<file path="config.mk">
export PLATFORM = sky130hd
export DESIGN_NAME = sap_cpu_param
export DESIGN_NICKNAME = d
export VERILOG_FILES = /design/src/rtl/sap_cpu_param.sv
export SDC_FILE = /design/constraint.sdc
export NUM_CORES = 1
export LEC_CHECK = 0
export CORE_ASPECT_RATIO = 0.7
export CORE_MARGIN = 1.5
export CORE_UTILIZATION = 50
export CTS_CLUSTER_DIAMETER = 200
export CTS_CLUSTER_SIZE = 8
export DETAILED_ROUTE_END_ITERATION = 8
export PLACE_DENSITY_LB_ADDON = 0.12
export SYNTH_ARGS = -nofsm -noshare
export SYNTH_HDL_FRONTEND = slang
export SYNTH_SLANG_ARGS = --single-unit
</file>
<file path="constraint.sdc">
create_clock -name clk -period 7.17 [get_ports clk]
set_input_delay 1.7925 -clock clk [delete_from_list [all_inputs] [get_ports clk]]
set_output_delay 1.7925 -clock clk [all_outputs]
set_load 0.02 [all_outputs]
</file>
<file path="src/rtl/sap_cpu_param.sv">
// Parametrised SAP hardwired CPU: run-time loadable program memory and a 6-state one-hot ring
// sequencer for variable-length instructions, with zero and carry flags.
module sap_cpu_param #(
  parameter int unsigned DATA_W = 8,
  parameter int unsigned ADDR_W = 4
) (
  input  logic              clk,
  input  logic              rst,
  input  logic              run,
  input  logic              prog_we,
  input  logic [ADDR_W-1:0] prog_addr,
  input  logic [DATA_W-1:0] prog_data,
  output logic [ADDR_W-1:0] pc,
  output logic [5:0]        t_state,
  output logic [DATA_W-1:0] out_data,
  output logic              out_valid,
  output logic              flag_z,
  output logic              flag_c,
  output logic              halted
);

  localparam int unsigned Depth = 2 ** ADDR_W;

  if (DATA_W < 4 + ADDR_W) begin : g_bad_width
    $error("sap_cpu_param: DATA_W must hold a 4-bit opcode plus an ADDR_W-bit operand");
  end

  localparam logic [3:0] OpLda = 4'h0;
  localparam logic [3:0] OpAdd = 4'h1;
  localparam logic [3:0] OpSub = 4'h2;
  localparam logic [3:0] OpSta = 4'h3;
  localparam logic [3:0] OpLdi = 4'h4;
  localparam logic [3:0] OpJmp = 4'h5;
  localparam logic [3:0] OpJc  = 4'h6;
  localparam logic [3:0] OpJz  = 4'h7;
  localparam logic [3:0] OpOut = 4'hE;
  localparam logic [3:0] OpHlt = 4'hF;

  typedef enum logic [1:0] {StIdle, StExec, StHalt} state_e;

  state_e              state_q, state_d;
  logic [5:0]          ring_q, ring_d;
  logic [ADDR_W-1:0]   pc_q, mar_q;
  logic [DATA_W-1:0]   acc_q, b_q, ir_q, out_q;
  logic                z_q, c_q, out_valid_q;
  logic [DATA_W-1:0]   mem_q [Depth];

  logic [3:0]          opcode;
  logic [ADDR_W-1:0]   op_arg;
  logic [DATA_W-1:0]   mem_rd;
  logic [DATA_W:0]     sum_ext;
  logic [DATA_W-1:0]   diff;
  logic                two_operand;
  logic                last_step;
  logic                mem_we;
  logic [ADDR_W-1:0]   mem_waddr;
  logic [DATA_W-1:0]   mem_wdata;

  assign opcode  = ir_q[ADDR_W+3:ADDR_W];
  assign op_arg  = ir_q[ADDR_W-1:0];
  assign mem_rd  = mem_q[mar_q];
  assign sum_ext = {1'b0, acc_q} + {1'b0, b_q};
  assign diff    = acc_q - b_q;

  // Instructions that spend T4 loading MAR and continue into T5.
  assign two_operand = (opcode == OpLda) || (opcode == OpAdd) ||
                       (opcode == OpSub) || (opcode == OpSta);

  always_comb begin
    last_step = 1'b0;
    if (ring_q[3]) last_step = !two_operand;
    if (ring_q[4]) last_step = (opcode == OpLda) || (opcode == OpSta);
    if (ring_q[5]) last_step = 1'b1;
  end

  always_comb begin
    state_d = state_q;
    ring_d  = ring_q;
    unique case (state_q)
      StIdle: begin
        if (run) begin
          state_d = StExec;
          ring_d  = 6'b000001;
        end
      end
      StExec: begin
        if (ring_q[3] && (opcode == OpHlt)) begin
          state_d = StHalt;
          ring_d  = '0;
        end else if (last_step) begin
          if (run) begin
            ring_d = 6'b000001;
          end else begin
            state_d = StIdle;
            ring_d  = '0;
          end
        end else begin
          ring_d = {ring_q[4:0], 1'b0};
        end
      end
      StHalt: begin
        ring_d = '0;
      end
      default: begin
        state_d = StIdle;
        ring_d  = '0;
      end
    endcase
  end

  always_ff @(posedge clk or posedge rst) begin
    if (rst) begin
      state_q <= StIdle;
      ring_q  <= '0;
    end else begin
      state_q <= state_d;
      ring_q  <= ring_d;
    end
  end

  // The loader may only write while the core is not sequencing an instruction.
  always_comb begin
    mem_we    = 1'b0;
    mem_waddr = prog_addr;
    mem_wdata = prog_data;
    if (ring_q[4] && (opcode == OpSta)) begin
      mem_we    = 1'b1;
      mem_waddr = mar_q;
      mem_wdata = acc_q;
    end else if (prog_we && (state_q != StExec)) begin
      mem_we = 1'b1;
    end
  end

  always_ff @(posedge clk) begin
    if (mem_we) mem_q[mem_waddr] <= mem_wdata;
  end

  always_ff @(posedge clk or posedge rst) begin
    if (rst) begin
      pc_q        <= '0;
      mar_q       <= '0;
      acc_q       <= '0;
      b_q         <= '0;
      ir_q        <= '0;
      out_q       <= '0;
      z_q         <= 1'b0;
      c_q         <= 1'b0;
      out_valid_q <= 1'b0;
    end else begin
      out_valid_q <= 1'b0;
      if (ring_q[0]) mar_q <= pc_q;
      if (ring_q[1]) pc_q  <= pc_q + ADDR_W'(1);
      if (ring_q[2]) ir_q  <= mem_rd;
      if (ring_q[3]) begin
        case (opcode)
          OpLda, OpAdd, OpSub, OpSta: mar_q <= op_arg;
          OpLdi: begin
            acc_q <= DATA_W'(op_arg);
            z_q   <= (op_arg == '0);
          end
          OpJmp: pc_q <= op_arg;
          OpJc:  if (c_q) pc_q <= op_arg;
          OpJz:  if (z_q) pc_q <= op_arg;
          OpOut: begin
            out_q       <= acc_q;
            out_valid_q <= 1'b1;
          end
          default: ;
        endcase
      end
      if (ring_q[4]) begin
        case (opcode)
          OpLda: begin
            acc_q <= mem_rd;
            z_q   <= (mem_rd == '0);
          end
          OpAdd, OpSub: b_q <= mem_rd;
          default: ;
        endcase
      end
      if (ring_q[5]) begin
        if (opcode == OpSub) begin
          acc_q <= diff;
          z_q   <= (diff == '0);
          c_q   <= (acc_q >= b_q);
        end else begin
          acc_q <= sum_ext[DATA_W-1:0];
          z_q   <= (sum_ext[DATA_W-1:0] == '0);
          c_q   <= sum_ext[DATA_W];
        end
      end
    end
  end

  assign pc        = pc_q;
  assign t_state   = ring_q;
  assign out_data  = out_q;
  assign out_valid = out_valid_q;
  assign flag_z    = z_q;
  assign flag_c    = c_q;
  assign halted    = (state_q == StHalt);

endmodule

</file>
==> results of run 1 <==
## cells in the final DEF (no fill, tap or decap), drive strengths merged, types with 2 or more instances in the layout
cell type | netlist | final
mux2i | 10 | 10
nand2b | 5 | 5
nor2 | 49 | 49
bufinv | 0 | 2
nor4b | 2 | 2
edfxtp | 128 | 128
nand4 | 3 | 3
mux4 | 35 | 35
nor3 | 9 | 9
nor4 | 2 | 2
or4 | 3 | 3
a221oi | 5 | 5
xor2 | 5 | 5
and3 | 2 | 2
ha | 17 | 17
o21bai | 3 | 3
xnor2 | 9 | 9
o21a | 2 | 2
nor3b | 9 | 9
a22o | 5 | 5
a22oi | 11 | 11
mux2 | 25 | 25
dfrtp | 51 | 51
a31oi | 5 | 5
nor2b | 8 | 8
a21oi | 28 | 28
clkinv | 0 | 6
buf | 10 | 6
a32oi | 2 | 2
o21ai | 19 | 19
clkdlybuf4s50 | 0 | 37
inv | 19 | 24
and2 | 2 | 2
nand2 | 44 | 44
fa | 2 | 2
a211oi | 4 | 4
nand3 | 3 | 3
clkbuf | 15 | 18
## metal layers
layer	vias to the layer above	wire [um]	GRT usage (%)
li1	2217	-	-
met4	0	265	7.48
met5	-	0	0
met3	22	1810	5.72
met1	2570	9850	41.1
met2	253	7510	30.6
## registers in the layout, indices dropped and copies added, names as in the netlist
signal and cells:
out_valid 1, t_state 6, mem_q 128, state_q 2
acc_q 8, flag_c 1, ir_q 8, b_q 8
pc 4, mar_q 4, flag_z 1, out_data 8
## path summary, 6_finish.rpt
| check | startpoint | endpoint | slack [ns] | cells after the start |
|---|---|---|---|---|
| setup / recovery | t_state[5]$_DFFE_PP0N_ | t_state[5] | 3.43 | 1 |
| hold / removal | state_q[1]$_DFFE_PP0P_ | state_q[0]$_DFFE_PP0P_ | 0.49 | 1 |
| setup reg to reg | ir_q[6]$_DFFE_PP0P_ | mem_q[6][6]$_DFFE_PP_ | 4.22 | 5 |
| hold reg to reg | state_q[1]$_DFFE_PP0P_ | state_q[0]$_DFFE_PP0P_ | 0.49 | 1 |
| max in group asynchronous | rst | mar_q[0]$_DFF_PP0_ | 4.46 | 2 |
| min in group asynchronous | rst | state_q[1]$_DFFE_PP0P_ | 1.97 | 2 |
## where the power goes
part | switching (uW) | internal [uW]
Combinational | 762 | 670
Sequential | 259 | 1240
Clock | 399 | 519
Total | 1420 | 2430
## cell type report
class,count,area [um2],area share [%]
Clock buffer,18,429,4.63
Clock inverter,14,153,1.65
Inverter,19,71.3,0.770
Multi-Input combinational cell,339,2820,30.5
Sequential cell,179,5120,55.3
Tap cell,200,250,2.70
Timing Repair Buffer,43,415,4.48
## logic make-up after synthesis
| logic type | Yosys count | share of synthesized area [%] |
|---|---|---|
| DFF | 179 | 62.9 |
| AOI/OAI and AO/OA | 93 | 7.35 |
| buffers and inverters | 44 | 2.37 |
| adders and majority gates | 19 | 3.11 |
| muxes | 70 | 14.4 |
| and+or+nand+nor | 143 | 8.37 |
| xor gates and xnor gates | 14 | 1.51 |
## cell usage after synthesis (8+ instances only)
| cell | instances |
|---|---|
| nor2_1 | 49 |
| dfrtp_1 | 51 |
| nor2b_1 | 8 |
| mux2i_1 | 10 |
| xnor2_1 | 9 |
| nand2_1 | 44 |
| ha_1 | 17 |
| nor3b_1 | 9 |
| mux4_2 | 35 |
| a22oi_1 | 11 |
| mux2_2 | 25 |
| o21ai_0 | 15 |
| edfxtp_1 | 128 |
| inv_1 | 19 |
| clkbuf_1 | 15 |
| nor3_1 | 9 |
| a21oi_1 | 28 |
## per-stage QoR
stage               setup slack (ns)  cell area, um2  hold slack (ns)  total power (uW)
global route                    3.33            9260            0.522              4060
floorplan                       4.15            8140            0.453              2490
CTS                             3.39            9260            0.498              3840
detailed placement              3.25            8680            0.486              2930
global placement                3.29            8680            0.478              2910
finish                          3.43            9260            0.493              3850
==> flow_summary.json, run 1 <==
{
  "cts_tree": "yes",
  "area.growth.synth_to_final_pct": 13.9,
  "synth.distinct_cells": 53,
  "layout-drive-gt1-share_pct": 16.3,
  "crit_chain": "clkdlybuf4s50_1",
  "async_flop_share_pct": 28.5,
  "hpwl_um": 13600,
  "skew_ns": 0.00854,
  "fillers": 1196,
  "fp.dieH_um": 110,
  "design.die.area_um2": 17100,
  "grt_usage_pct": 24.5,
  "drv_cap": 0,
  "initial_core_util_pct": 51.9,
  "grt_pass1_wl_um": 29600,
  "critPathTopFamily": "flip-flops",
  "crit_path_end_kind": "primary output",
  "post_cts_buffers": 0,
  "wl_um": 19400,
  "drc_errors": 0,
  "overflow": 0,
  "drtAntennaViolNets": 0,
  "p_per_area_nw_per_um2": 416,
  "io_pins": 38,
  "yosysTopAreaCellShare_pct": 47.2,
  "crit_path_max_incr_delay_ns": 0.79,
  "antenna_found_initial": 0,
  "grt_max_degree": 52,
  "start_kind": "flop",
  "p_leak_uw": 0.00329,
  "fmax_ghz": 0.268,
  "grt_pass1_vias": 4640,
  "htreeDepth": 4,
  "syn_area_um2": 8140,
  "fin_setup_tns_ns": 0,
  "tightest_slew_ns": 1.09,
  "finalSetupViolCount": 0,
  "synth_area_leaders": "edfxtp_1, dfrtp_1, mux4_2, mux2_2, ha_1",
  "nets": 634,
  "n_antenna_cell": 0,
  "setup.worst_path.class": "reg2out",
  "die_x_um": 155,
  "syn-num-nets": 597,
  "cts-buffers-inserted": 17,
  "rsz0062_at_grt": "false",
  "synth_edf_count": 128,
  "crit_arrival_ns": 1.94,
  "fin_crit_ns": 3.74,
  "cts_sinks": 179,
  "crit_path_max_fanout": 23,
  "utilization_pct": 59.0,
  "outcome": "completed",
  "clk_pin_slew_worst_paths_ns": 0.06,
  "cts.path.max_buffers": 2,
  "yosys_register_bits": 179,
  "vias_per_cell": 6.23,
  "syn_area_per_cell_um2": 14.5,
  "core_area_um2": 15700,
  "hold_viol": 0,
  "vias": 5062,
  "gp_congestion": 0.891,
  "slew_viol_final": 0,
  "cts_resized": 0,
  "ctsHoldBuffers": 0,
  "port_buffers": 37,
  "drt_iter0_markers": 623,
  "row_count": 38,
  "final_cells": 812,
  "dr.pass1.iters": 5,
  "worstPathRequired_ns": 5.38,
  "crit_buf_inv": 1,
  "yosys_warnings": 0,
  "ys.flop_type": "edfxtp_1",
  "maxSlewHeadroom_pct": 27.2,
  "cpMaxStageDelayCell": "dfrtp_1",
  "root_buffer": "clkbuf_16",
  "hp-class": "reg2reg",
  "syn-instance-count": 562,
  "ir_drop_uv": 180,
  "place_inst": 780,
  "clock_latency_ns": 0.43,
  "yosysTopAreaCell": "edfxtp_1",
  "wire_per_inst_um": 23.9,
  "yosysSeqAreaShare_pct": 62.9,
  "fin_crit_sh_pct": 52.1
}
Power figures use the tool's default switching activity.
==> inputs of run 2 (changes only) <==
- clock period: 7.17 -> 3.15 ns (I/O delays scaled with it)
==> flow_summary.json, run 2 (synthesized netlist as in run 1, its figures left out) <==
{
  "vias": 5082,
  "critPathTopFamily": "compound AO/OA/AOI/OAI gates",
  "fin_setup_tns_ns": 0,
  "initial_core_util_pct": 51.9,
  "placed_cell_area_um2": 8900,
  "grt_usage_pct": 24.5,
  "timing.hold.worst_path_depth": 1,
  "cpMaxStageDelayCell": "or4_1",
  "overflow": 0,
  "vias_per_cell": 6.08,
  "cts_tree": "yes",
  "place_inst": 804,
  "r2r_cells": 8,
  "hold_end": "state_q[0]$_DFFE_PP0P_",
  "clock_latency_ns": 0.43,
  "hp-class": "reg2reg",
  "crit_chain": "ha_1, nand2b_1, a221oi_1, o21ai_1, a21oi_1, o21ai_1, or4_1, a21oi_1",
  "layout_commonest_cell": "edfxtp_1",
  "wire_per_inst_um": 22.9,
  "crit_path_end_kind": "flop",
  "outcome": "completed",
  "p_sw_uw": 3210,
  "tightest_slew_ns": 0.727,
  "skew_ns": 0.00859,
  "crit_buf_inv": 0,
  "largest_reg_flops": 128,
  "grt_use_met1_pct": 38.1,
  "grt_pass1_vias": 4903,
  "dr.pass1.iters": 7,
  "stdcell_area_um2": 9470,
  "final_cells": 836,
  "maxSlewHeadroom_pct": 51.4,
  "ctsHoldBuffers": 0,
  "slew_viol_final": 0,
  "cts.path.max_buffers": 2,
  "cp.depth": 8,
  "pwr-share-comb_pct": 38.7,
  "layout-drive-gt1-share_pct": 19.3,
  "p_int_uw": 5600,
  "fillers": 1171,
  "port_buffers": 37,
  "start_kind": "flop",
  "n_antenna_cell": 0,
  "io_pins": 38,
  "fin_crit_sh_pct": 86.5,
  "pwr-share-clk_pct": 23.4,
  "p_leak_uw": 0.00342,
  "hpwl_um": 13700,
  "finalSetupViolCount": 0,
  "cts-buffers-inserted": 17,
  "seqPwrFrac_pct": 37.9,
  "antenna_found_initial": 0,
  "drc_errors": 0,
  "area.growth.synth_to_final_pct": 16.4,
  "hold_viol": 0,
  "fp.dieH_um": 110,
  "swShare_pct": 36.4,
  "crit_arrival_ns": 3.08,
  "grt_pass1_wl_um": 29800,
  "die_x_um": 155,
  "drt_iter0_markers": 464,
  "grt_max_degree": 27,
  "seqCellArea_um2": 5120,
  "rsz0062_at_grt": "false",
  "fmax_ghz": 0.367,
  "worstPathRequired_ns": 3.50,
  "r2r-start": "acc_q[2]$_DFF_PP0_",
  "cts_resized": 0,
  "holdCritStartpoint": "state_q[1]$_DFFE_PP0P_",
  "clk_pin_slew_worst_paths_ns": 0.07,
  "gp_congestion": 0.980,
  "setup.worst_path.class": "reg2reg",
  "p_per_area_nw_per_um2": 930,
  "r2r-end": "flag_z$_DFF_PP0_",
  "design.die.area_um2": 17100,
  "crit_path_max_fanout": 10,
  "top_register": "mem_q",
  "drtAntennaViolNets": 0,
  "mostFrequentLayoutCells": "edfxtp_1, dfrtp_1, nor2_1",
  "globalRouteMet2Util_pct": 33.0,
  "top_usage_layer": "met1",
  "post_cts_buffers": 0,
  "root_buffer": "clkbuf_16",
  "fin_crit_ns": 2.73,
  "core_area_um2": 15700,
  "ir_drop_uv": 438,
  "multiInputGateArea_um2": 2820,
  "nets": 658,
  "crit_path_max_incr_delay_ns": 0.55,
  "reg2reg_slack_ns": 0.42,
  "row_count": 38,
  "cts_sinks": 179,
  "wl_um": 19100,
  "met3_usage_pct": 7.49,
  "drv_cap": 0,
  "htreeDepth": 4
}
-- run 2: worst reg2reg max path, cell delays in order, from the launching register on --
cell and delay, ns:
dfrtp_1 0.45, ha_1 0.47, nand2b_1 0.23, a221oi_1 0.33
o21ai_1 0.14, a21oi_1 0.21, o21ai_1 0.12, or4_1 0.55
a21oi_1 0.15
-- run 2: worst max-delay path by stage --
| stage | slack [ns] | start | endpoint |
|---|---|---|---|
| after floorplan | 0.79 | ir_q[6]$_DFFE_PP0P_ | mem_q[5][0]$_DFFE_PP_ |
| after global placement | 0.50 | acc_q[2]$_DFF_PP0_ | flag_z$_DFF_PP0_ |
| after detailed placement | 0.48 | prog_we | mem_q[11][2]$_DFFE_PP_ |
| after CTS | 0.45 | acc_q[2]$_DFF_PP0_ | flag_z$_DFF_PP0_ |
| after global routing | 0.23 | acc_q[2]$_DFF_PP0_ | flag_z$_DFF_PP0_ |
| final | 0.42 | acc_q[2]$_DFF_PP0_ | flag_z$_DFF_PP0_ |
-- run 2: power by group through the flow --
stage	logic, uW	registers, uW	clock network [uW]
after floorplan	2460	3220	0
after global placement	3340	3370	0
after detailed placement	3370	3390	0
after CTS	3400	3340	2090
after global routing	3740	3400	2190
final	3410	3340	2060
-- run 2: cell type report --
cell class / count / share of cell area [%]
sequential: 179 / 54.1
multi-input combinational: 339 / 29.8
timing repair buffer: 67 / 6.68
clock buffer: 20 / 4.61
tap: 200 / 2.64
clock inverter: 12 / 1.43
inverter: 19 / 0.753
-- run 2: through the flow --
| stage | power [uW] | hold WS [ns] | setup slack (ns) | utilization (%) |
|---|---|---|---|---|
| 2_1_floorplan | 5670 | 0.453 | 0.785 | - |
| 3_3_place_gp | 6710 | 0.473 | 0.501 | 56.7 |
| 3_5_place_dp | 6760 | 0.495 | 0.475 | 56.7 |
| 4_1_cts | 8820 | 0.503 | 0.455 | 60.4 |
| 5_1_grt | 9320 | 0.523 | 0.229 | 60.4 |
| 6_report | 8810 | 0.500 | 0.424 | 60.4 |
-- run 2: per-layer routing --
metal | share of wire, % | up-vias | wire [um]
li1 | - | 2270 | -
met4 | 1.2 | 0 | 223
met2 | 41 | 221 | 7800
met3 | 9.4 | 26 | 1800
met1 | 49 | 2565 | 9310
met5 | 0 | - | 0
